[src/rtl/classic_seq_mul32_if.sv]
// Operand/result handshake bundle for the sequential 32x32 multiplier.
// master = operand source + result consumer, slave = multiplier.
interface classic_seq_mul32_if #(
  parameter int WIDTH = 32
);
  logic               in_valid;
  logic               in_ready;
  logic [WIDTH-1:0]   a;
  logic [WIDTH-1:0]   b;
  logic               out_valid;
  logic               out_ready;
  logic [2*WIDTH-1:0] product;
  logic               busy;

  modport master (
    output in_valid, a, b, out_ready,
    input  in_ready, out_valid, product, busy
  );

  modport slave (
    input  in_valid, a, b, out_ready,
    output in_ready, out_valid, product, busy
  );
endinterface

[src/rtl/classic_seq_mul32.sv]
// Sequential WIDTHxWIDTH unsigned multiplier: one 8x8 classic core,
// one byte pair per cycle, partials accumulated into a 2*WIDTH register.
module classic8 (
  input  logic [7:0]  x,
  input  logic [7:0]  y,
  output logic [15:0] p
);
  always_comb begin
    p = '0;
    for (int k = 0; k < 8; k++) begin
      if (y[k]) p = p + (16'(x) << k);
    end
  end
endmodule

module classic_seq_mul32 #(
  parameter int WIDTH = 32
) (
  input logic               clk,
  input logic               rst_n,
  classic_seq_mul32_if.slave bus
);
  localparam int NB = WIDTH / 8;
  localparam int IW = (NB > 1) ? $clog2(NB) : 1;
  localparam int PW = 2 * WIDTH;
  localparam logic [IW-1:0] LAST = IW'(NB - 1);

  localparam logic [1:0] IDLE = 2'd0;
  localparam logic [1:0] CALC = 2'd1;
  localparam logic [1:0] DONE = 2'd2;

  logic [1:0]       state;
  logic [WIDTH-1:0] a_r;
  logic [WIDTH-1:0] b_r;
  logic [PW-1:0]    acc;
  logic [PW-1:0]    prod_r;
  logic [IW-1:0]    i;
  logic [IW-1:0]    j;
  logic             ir;
  logic             ov;
  logic             bz;

  logic [7:0]    xa;
  logic [7:0]    xb;
  logic [15:0]   p16;
  logic [IW:0]   sh;
  logic [PW-1:0] part;
  logic [PW-1:0] sum;

  always_comb begin
    xa   = a_r[{i, 3'b000} +: 8];
    xb   = b_r[{j, 3'b000} +: 8];
    sh   = {1'b0, i} + {1'b0, j};
    part = PW'(p16) << {sh, 3'b000};
    sum  = acc + part;
  end

  classic8 u_core (
    .x (xa),
    .y (xb),
    .p (p16)
  );

  always_ff @(posedge clk or negedge rst_n) begin
    if (!rst_n) begin
      state  <= IDLE;
      a_r    <= '0;
      b_r    <= '0;
      acc    <= '0;
      prod_r <= '0;
      i      <= '0;
      j      <= '0;
      ir     <= 1'b1;
      ov     <= 1'b0;
      bz     <= 1'b0;
    end else begin
      unique case (state)
        IDLE: begin
          if (bus.in_valid && ir) begin
            a_r   <= bus.a;
            b_r   <= bus.b;
            acc   <= '0;
            i     <= '0;
            j     <= '0;
            ir    <= 1'b0;
            bz    <= 1'b1;
            state <= CALC;
          end
        end
        CALC: begin
          acc <= sum;
          if (i == LAST) begin
            i <= '0;
            // last byte pair: publish the completed sum directly
            if (j == LAST) begin
              j      <= '0;
              prod_r <= sum;
              ov     <= 1'b1;
              state  <= DONE;
            end else begin
              j <= j + 1'b1;
            end
          end else begin
            i <= i + 1'b1;
          end
        end
        DONE: begin
          if (bus.out_ready) begin
            ov    <= 1'b0;
            ir    <= 1'b1;
            bz    <= 1'b0;
            state <= IDLE;
          end
        end
        default: begin
          ov    <= 1'b0;
          ir    <= 1'b1;
          bz    <= 1'b0;
          state <= IDLE;
        end
      endcase
    end
  end

  assign bus.in_ready  = ir;
  assign bus.out_valid = ov;
  assign bus.product   = prod_r;
  assign bus.busy      = bz;
endmodule

[src/flat_wrapper.sv]
// flat-port wrapper written by rule: the top's interface ports become plain ports
module classic_seq_mul32_flat 
#(
  parameter int WIDTH = 32
)
  (clk, rst_n, bus_in_valid, bus_a, bus_b, bus_out_ready, bus_in_ready, bus_out_valid, bus_product, bus_busy);
  classic_seq_mul32_if #(.WIDTH(WIDTH)) bus_i ();
  input logic clk;
  input logic rst_n;
  input wire logic [$bits(bus_i.in_valid)-1:0] bus_in_valid;
  input wire logic [$bits(bus_i.a)-1:0] bus_a;
  input wire logic [$bits(bus_i.b)-1:0] bus_b;
  input wire logic [$bits(bus_i.out_ready)-1:0] bus_out_ready;
  output wire logic [$bits(bus_i.in_ready)-1:0] bus_in_ready;
  output wire logic [$bits(bus_i.out_valid)-1:0] bus_out_valid;
  output wire logic [$bits(bus_i.product)-1:0] bus_product;
  output wire logic [$bits(bus_i.busy)-1:0] bus_busy;
  assign bus_i.in_valid = bus_in_valid;
  assign bus_i.a = bus_a;
  assign bus_i.b = bus_b;
  assign bus_i.out_ready = bus_out_ready;
  assign bus_in_ready = bus_i.in_ready;
  assign bus_out_valid = bus_i.out_valid;
  assign bus_product = bus_i.product;
  assign bus_busy = bus_i.busy;
  classic_seq_mul32 #(.WIDTH(WIDTH)) u_core (.clk(clk), .rst_n(rst_n), .bus(bus_i));
endmodule
[config.mk]
export PLATFORM = sky130hd
export DESIGN_NAME = classic_seq_mul32_flat
export DESIGN_NICKNAME = d
export VERILOG_FILES = /design/src/rtl/classic_seq_mul32_if.sv /design/src/rtl/classic_seq_mul32.sv /design/src/flat_wrapper.sv
export SDC_FILE = /design/constraint.sdc
export NUM_CORES = 1
export LEC_CHECK = 0
export BUFFER_PORTS_ARGS = -buffer_cell sky130_fd_sc_hd__buf_2
export CAP_MARGIN = 20
export CORE_ASPECT_RATIO = 0.6
export CORE_MARGIN = 8
export CORE_UTILIZATION = 55
export CTS_BUF_LIST = sky130_fd_sc_hd__clkbuf_4 sky130_fd_sc_hd__clkbuf_8 sky130_fd_sc_hd__clkbuf_16
export DETAILED_ROUTE_END_ITERATION = 12
export HOLD_SLACK_MARGIN = 0.05
export PLACE_DENSITY = 0.74
export SYNTH_ARGS = -nofsm -noshare
export SYNTH_HDL_FRONTEND = slang
export SYNTH_HIERARCHICAL = 1
export SYNTH_SLANG_ARGS = --single-unit
[constraint.sdc]
create_clock -name clk -period 22.9 [get_ports clk]
set_input_delay 3.435 -clock clk [delete_from_list [all_inputs] [get_ports clk]]
set_output_delay 3.435 -clock clk [all_outputs]
set_load 0.01 [all_outputs]
Yosys cells after proc, flatten, opt, wreduce, memory -nomap -nowiden
Cells that the tools add are included.

storage, ports and cells
  register bits = 201
  bits in latches = 0
  RAM bits = 0
  memory bits (read-only) = 0
  input bits = 68
  output and inout bits = 67
  word-level logic and storage cells = 74
  memories = 0

cells by class
  add/sub/neg operators = 11
  multiply operators = 0
  div/mod/pow operators = 0
  order comparisons = 0
  eq/ne operators = 8
  shift-type cells = 3
  mux-type cells = 30
  bitwise operators = 2
  reductions and logical operators = 10

operators by type and width
  kind                   number
  $pmux W64 S2           1
  $mux W16               7
  $add A64 B64 Y64       1
  $mux W64               1
  $shiftx A32 B6 Y8      2
  $shl A16 B6 Y64        1
  $add A16 B10 Y16       1
  $add A16 B11 Y16       1
  $add A16 B12 Y16       1
  $add A16 B13 Y16       1
  $add A16 B14 Y16       1
  $add A16 B15 Y16       1
  $add A16 B9 Y16        1
  $mux W2                8
  $pmux W1 S3            3
  $reduce_and A3 Y1      3
  $mux W8                1
  $pmux W2 S2            2
  $reduce_and A4 Y1      2
  $eq A2 B2 Y1 const B   3
  $mux W1                6
  $pmux W2 S3            1
  $add A2 B1 Y2 const B  2
  $ne A2 B1 Y1 const B   2
  8 further kinds        11

Longest topological paths before layout
  depth after elaboration = 19
  depth in mapped cells = 62

Cells and area by module
The synthesis kept the hierarchy.

modules (own cells, without submodules)
  module             times used  cells each  area each (sq um)
  classic_seq_mul32  1           1311        12141.6
  classic8           1           456         3364.5

Worst setup path before layout
OpenSTA, ideal clock, no wires.

  kind = reg-to-reg
  start point = register u_core.i[0]
  end point = register u_core.acc[63]
  library setup time = 0.124 ns
  data arrival time = 11.500 ns
  path slack = 11.276 ns
  cell stages (with the launch flop) = 58
  buffers on the path = 2
  clock period less this slack = 11.624 ns
  cell sequence = dfrtp_1 > clkbuf_1 > mux4_2 > buf_4 > nand2_1 > inv_1 > ha_1 > a21oi_1 > and3_1 > o21a_1 > xor2_1 > ha_1 > o21ai_0 > o21bai_1 > a2111oi_0 > nor3b_1 > o21ai_1 > inv_1 > [... 22 more ...] > xnor2_1 > mux2_4 > ha_1 > or2_2 > o311a_1 > o21a_1 > o21a_1 > mux2i_1 > nor2_1 > ha_1 > nand4_1 > or4_1 > o32ai_2 > o31ai_4 > a21oi_2 > o21ai_1 > and4_4 > a211o_1

between the ends
  longest elaborated chain between the ends = 19
  elaborated cells on any way between the ends = 20
  classes of those cells = add/sub: 9; shift: 2; mux: 9

RTL lines
  element                   RTL line                  RTL
  start, declared           classic_seq_mul32.sv:37   logic [IW-1:0] i;
  start signal, assigned    classic_seq_mul32.sv:104  i <= i + 1'b1;
  $shiftx A32 B6 Y8 *       classic_seq_mul32.sv:51   xa = a_r[{i, 3'b000} +: 8];
  named net u_core.xa[3]    classic_seq_mul32.sv:43   logic [7:0] xa;
  $mux W8                   classic_seq_mul32.sv:11   if (y[k]) p = p + (16'(x) << k);
  $add A16 B9 Y16           classic_seq_mul32.sv:11
  $mux W16                  classic_seq_mul32.sv:11
  $add A16 B10 Y16          classic_seq_mul32.sv:11
  $mux W16                  classic_seq_mul32.sv:11
  $add A16 B11 Y16          classic_seq_mul32.sv:11
  [... 5 more ...]          --
  $add A16 B14 Y16          classic_seq_mul32.sv:11
  $mux W16                  classic_seq_mul32.sv:11
  $add A16 B15 Y16          classic_seq_mul32.sv:11
  $mux W16 *                classic_seq_mul32.sv:11
  named net u_core.p16[15]  classic_seq_mul32.sv:45   logic [15:0] p16;
  $shl A16 B6 Y64 *         classic_seq_mul32.sv:54   part = PW'(p16) << {sh, 3'b000};
  $add A64 B64 Y64 *        classic_seq_mul32.sv:55   sum = acc + part;
  $pmux W64 S2 *            classic_seq_mul32.sv:77   unique case (state)
  end signal, assigned      classic_seq_mul32.sv:91   acc <= sum;
  end, declared             classic_seq_mul32.sv:35   logic [PW-1:0] acc;

Mark *: on every way through the listed nets, which the timed path passes. The rest lies on a longest branch.
A chain may end at the register's enable or synchronous reset.

Final worst setup path
Ends and elaborated chain as after synthesis.

==> impl_metrics.yaml <==
flow_run:
  maxCapViolations: 0
placed_design:
  dp_hpwl_um: 36600
  io_buffer_count: 134
  gp_congestion: 1.02
logic_synthesis:
  yosysMostFrequentCell: "nand2_1"
  syn-cell-area_um2: 15500
  synthArstFlopShare_pct: 100
  yosysWarnings: 6
  yosysSeqAreaShare_pct: 32.4
  synth.distinct_cells: 87
  synth_area_leader_cell: "dfrtp_1"
  synth_edf_count: 0
  synth_area_leaders: "dfrtp_1, ha_1, o21ai_0, nand2_1, mux2_2"
  yosysTopAreaCellShare_pct: 32.3
  post_synth.cell_area_avg_um2: 8.78
  ys_ff_latch: 201
  netlist_instances: 1767
  synthTopCellsByCount: "nand2_1, o21ai_0, dfrtp_1"
  synth_flop_cell: "dfrtp_1"
  synth_fp_nets: 1971
critical_path:
  worst_path_most_repeated_cell: "ha_1"
  worst-endpoint-arrival_ps: 14900
  critPathCaptureType: "flop"
  cp_slowest_cell: "mux4_2"
  path_max_fanout: 13
  crit_type: "reg -> reg"
  crit_path_max_incr_delay_ps: 860
  crit_required_ps: 23310
  start_kind: "flop"
global_routing:
  grt_usage_pct: 27.3
  grt_start_max_net_pins: 91
  grt_pass1_wl_um: 74900
  busiest_layer: "met1"
  use_met1_pct: 43.6
  grt_overflow_total: 0
  grt_pass1_vias: 13100
  antenna_found_initial: 1
  grt_use_met2_pct: 35.0
  use_met3_pct: 8.78
cts:
  clk_latency_ps: 530
  postCtsHoldBufs: 0
  clk_pin_slew_worst_paths_ps: 60
  cts.sinks: 201
  cts-htree-levels: 1
  cts_setup_buffers: 0
  cts_tree: "done"
  cts_buffers: 21
  cts.path.max_buffers: 3
  cts_resized: 0
  cts_root_buffer: "clkbuf_16"
floorplan:
  die_area_um2: 34000
  fp.coreArea_um2: 27600
  initial_utilization_pct: 56.1
  die_y_um: 146
  top_level_ports: 135
  die_w_um: 233
  fp-row-count: 47
timing:
  worst_slew_margin_rel_pct: 29.7
  maxSlewViolCount: 0
  worst_pin_slew_ps: 1050
  min_period_ps: 14490
  fmax_mhz: 69.0
  grt_setup_unrepaired: "no"
  finClkSkew_ps: 11.9
  setup_viol: 0
  hold_viol_final: 0
  fin_crit_sh_pct: 63.3
  finalHoldWorstSlack_ps: 472
  tns_ps: 0
outcome:
  status: "completed"
cells_and_area:
  area_delta_synth_final_pct: 10.2
  n_antenna_cell: 0
  drive_gt1_share_pct: 16.7
  nets: 2047
routing:
  ant_nets: 0
  drc: 0
  drt_iter0_markers: 1558
  vias: 14000
  wl_um: 47400
  wl_per_cell_um: 21.3
  dr.pass1.iters: 6
  viasPerCell: 6.31
hold_path:
  worstHoldPathType: "reg -> reg"
cells by family (layout without fill, tap and decap cells):
kind of cell / count (synthesis) / after routing / synth area share (%)
AND/OR/NAND/NOR: 546 / 546 / 16.3
adder cells (fa/ha/maj): 136 / 136 / 11.4
AO/OA/AOI/OAI: 552 / 552 / 22.4
multiplexers: 107 / 107 / 8.87
buffers and inverters: 137 / 227 / 3.59
flip-flops: 201 / 201 / 32.4
XOR/XNOR: 88 / 88 / 4.97
metrics by stage:
stage | utilization [%] | setup WS (ps) | area (um2) | instances
3_3_place_gp | 59.2 | 9090 | 16400 | 2187
2_1_floorplan | - | 11280 | 15500 | 1767
5_1_grt | 61.8 | 7680 | 17100 | 2224
4_1_cts | 61.8 | 8860 | 17100 | 2224
3_5_place_dp | 59.2 | 8930 | 16400 | 2187
6_report | 61.8 | 8410 | 17100 | 2224
final timing paths:
| check | startpoint | end | slack, ps | cells after the start |
|---|---|---|---|---|
| setup / recovery | u_core/i[0] | u_core/acc[63] | 8410 | 51 |
| hold / removal | u_core/bus.product[27] | u_core/bus.product[27] | 470 | 2 |
| setup reg to reg | u_core/i[0] | u_core/acc[63] | 8410 | 51 |
| hold reg to reg | u_core/bus.product[27] | u_core/bus.product[27] | 470 | 2 |
| max in group asynchronous | rst_n | u_core/acc[49] | 18640 | 2 |
| min in group asynchronous | rst_n | u_core/bus.product[4] | 2890 | 1 |
final cells by class:
cell class | count | area, um2
fill | 2451 | 10500
multi-input combinational | 1429 | 9950
sequential | 201 | 5030
timing repair buffer | 141 | 732
clock buffer | 30 | 643
tap | 367 | 459
inverter | 49 | 184
clock inverter | 7 | 96.3
metal layers:
layer	vias to the layer above	share of wire [%]
met2	710	37
met5	-	0
met3	67	12
met1	6717	49
met4	0	1.6
li1	6550	-
state kept, by name (all words and copies together), names as in the netlist:
signal and cells:
u_core/acc 64, u_core/bus.product 64, u_core/a_r 32, u_core/b_r 32
u_core/i 2, u_core/j 2, u_core/state 2, u_core/bus.busy 1
u_core/bus.in_ready 1, u_core/bus.out_valid 1
cell usage in the layout (no fill, tap or decap), types with 10 or more instances in the layout:
master     count
a211oi_1      13
a21o_1        46
a21oi_1      114
a22o_1        10
a31oi_1       15
and2_1        24
buf_2        133
clkbuf_16     21
dfrtp_1      200
ha_1         127
inv_1         47
mux2_2        75
mux2i_1       14
mux4_2        16
nand2_1      243
nand2b_1      12
nand3_1       23
nand4_1       26
nor2_1       116
nor2b_1       24
nor3_1        17
o21a_1        21
o21ai_0      204
o21bai_1      15
o22ai_1       11
o31ai_1       13
xnor2_1       60
xor2_1        28
worst max-delay path, delay by kind of cell (launching register included):
| family | cells | cell delay, ps |
|---|---|---|
| compound gates | 21 | 4920 |
| xor+xnor | 5 | 960 |
| fa+ha+maj | 8 | 2880 |
| buf+inv | 2 | 210 |
| flops | 1 | 750 |
| mux | 5 | 2340 |
| simple gates | 10 | 2260 |
Power is left out: the tool's default activity adds up to more than one toggle a clock period on the data nets, which glitch-free logic cannot reach.
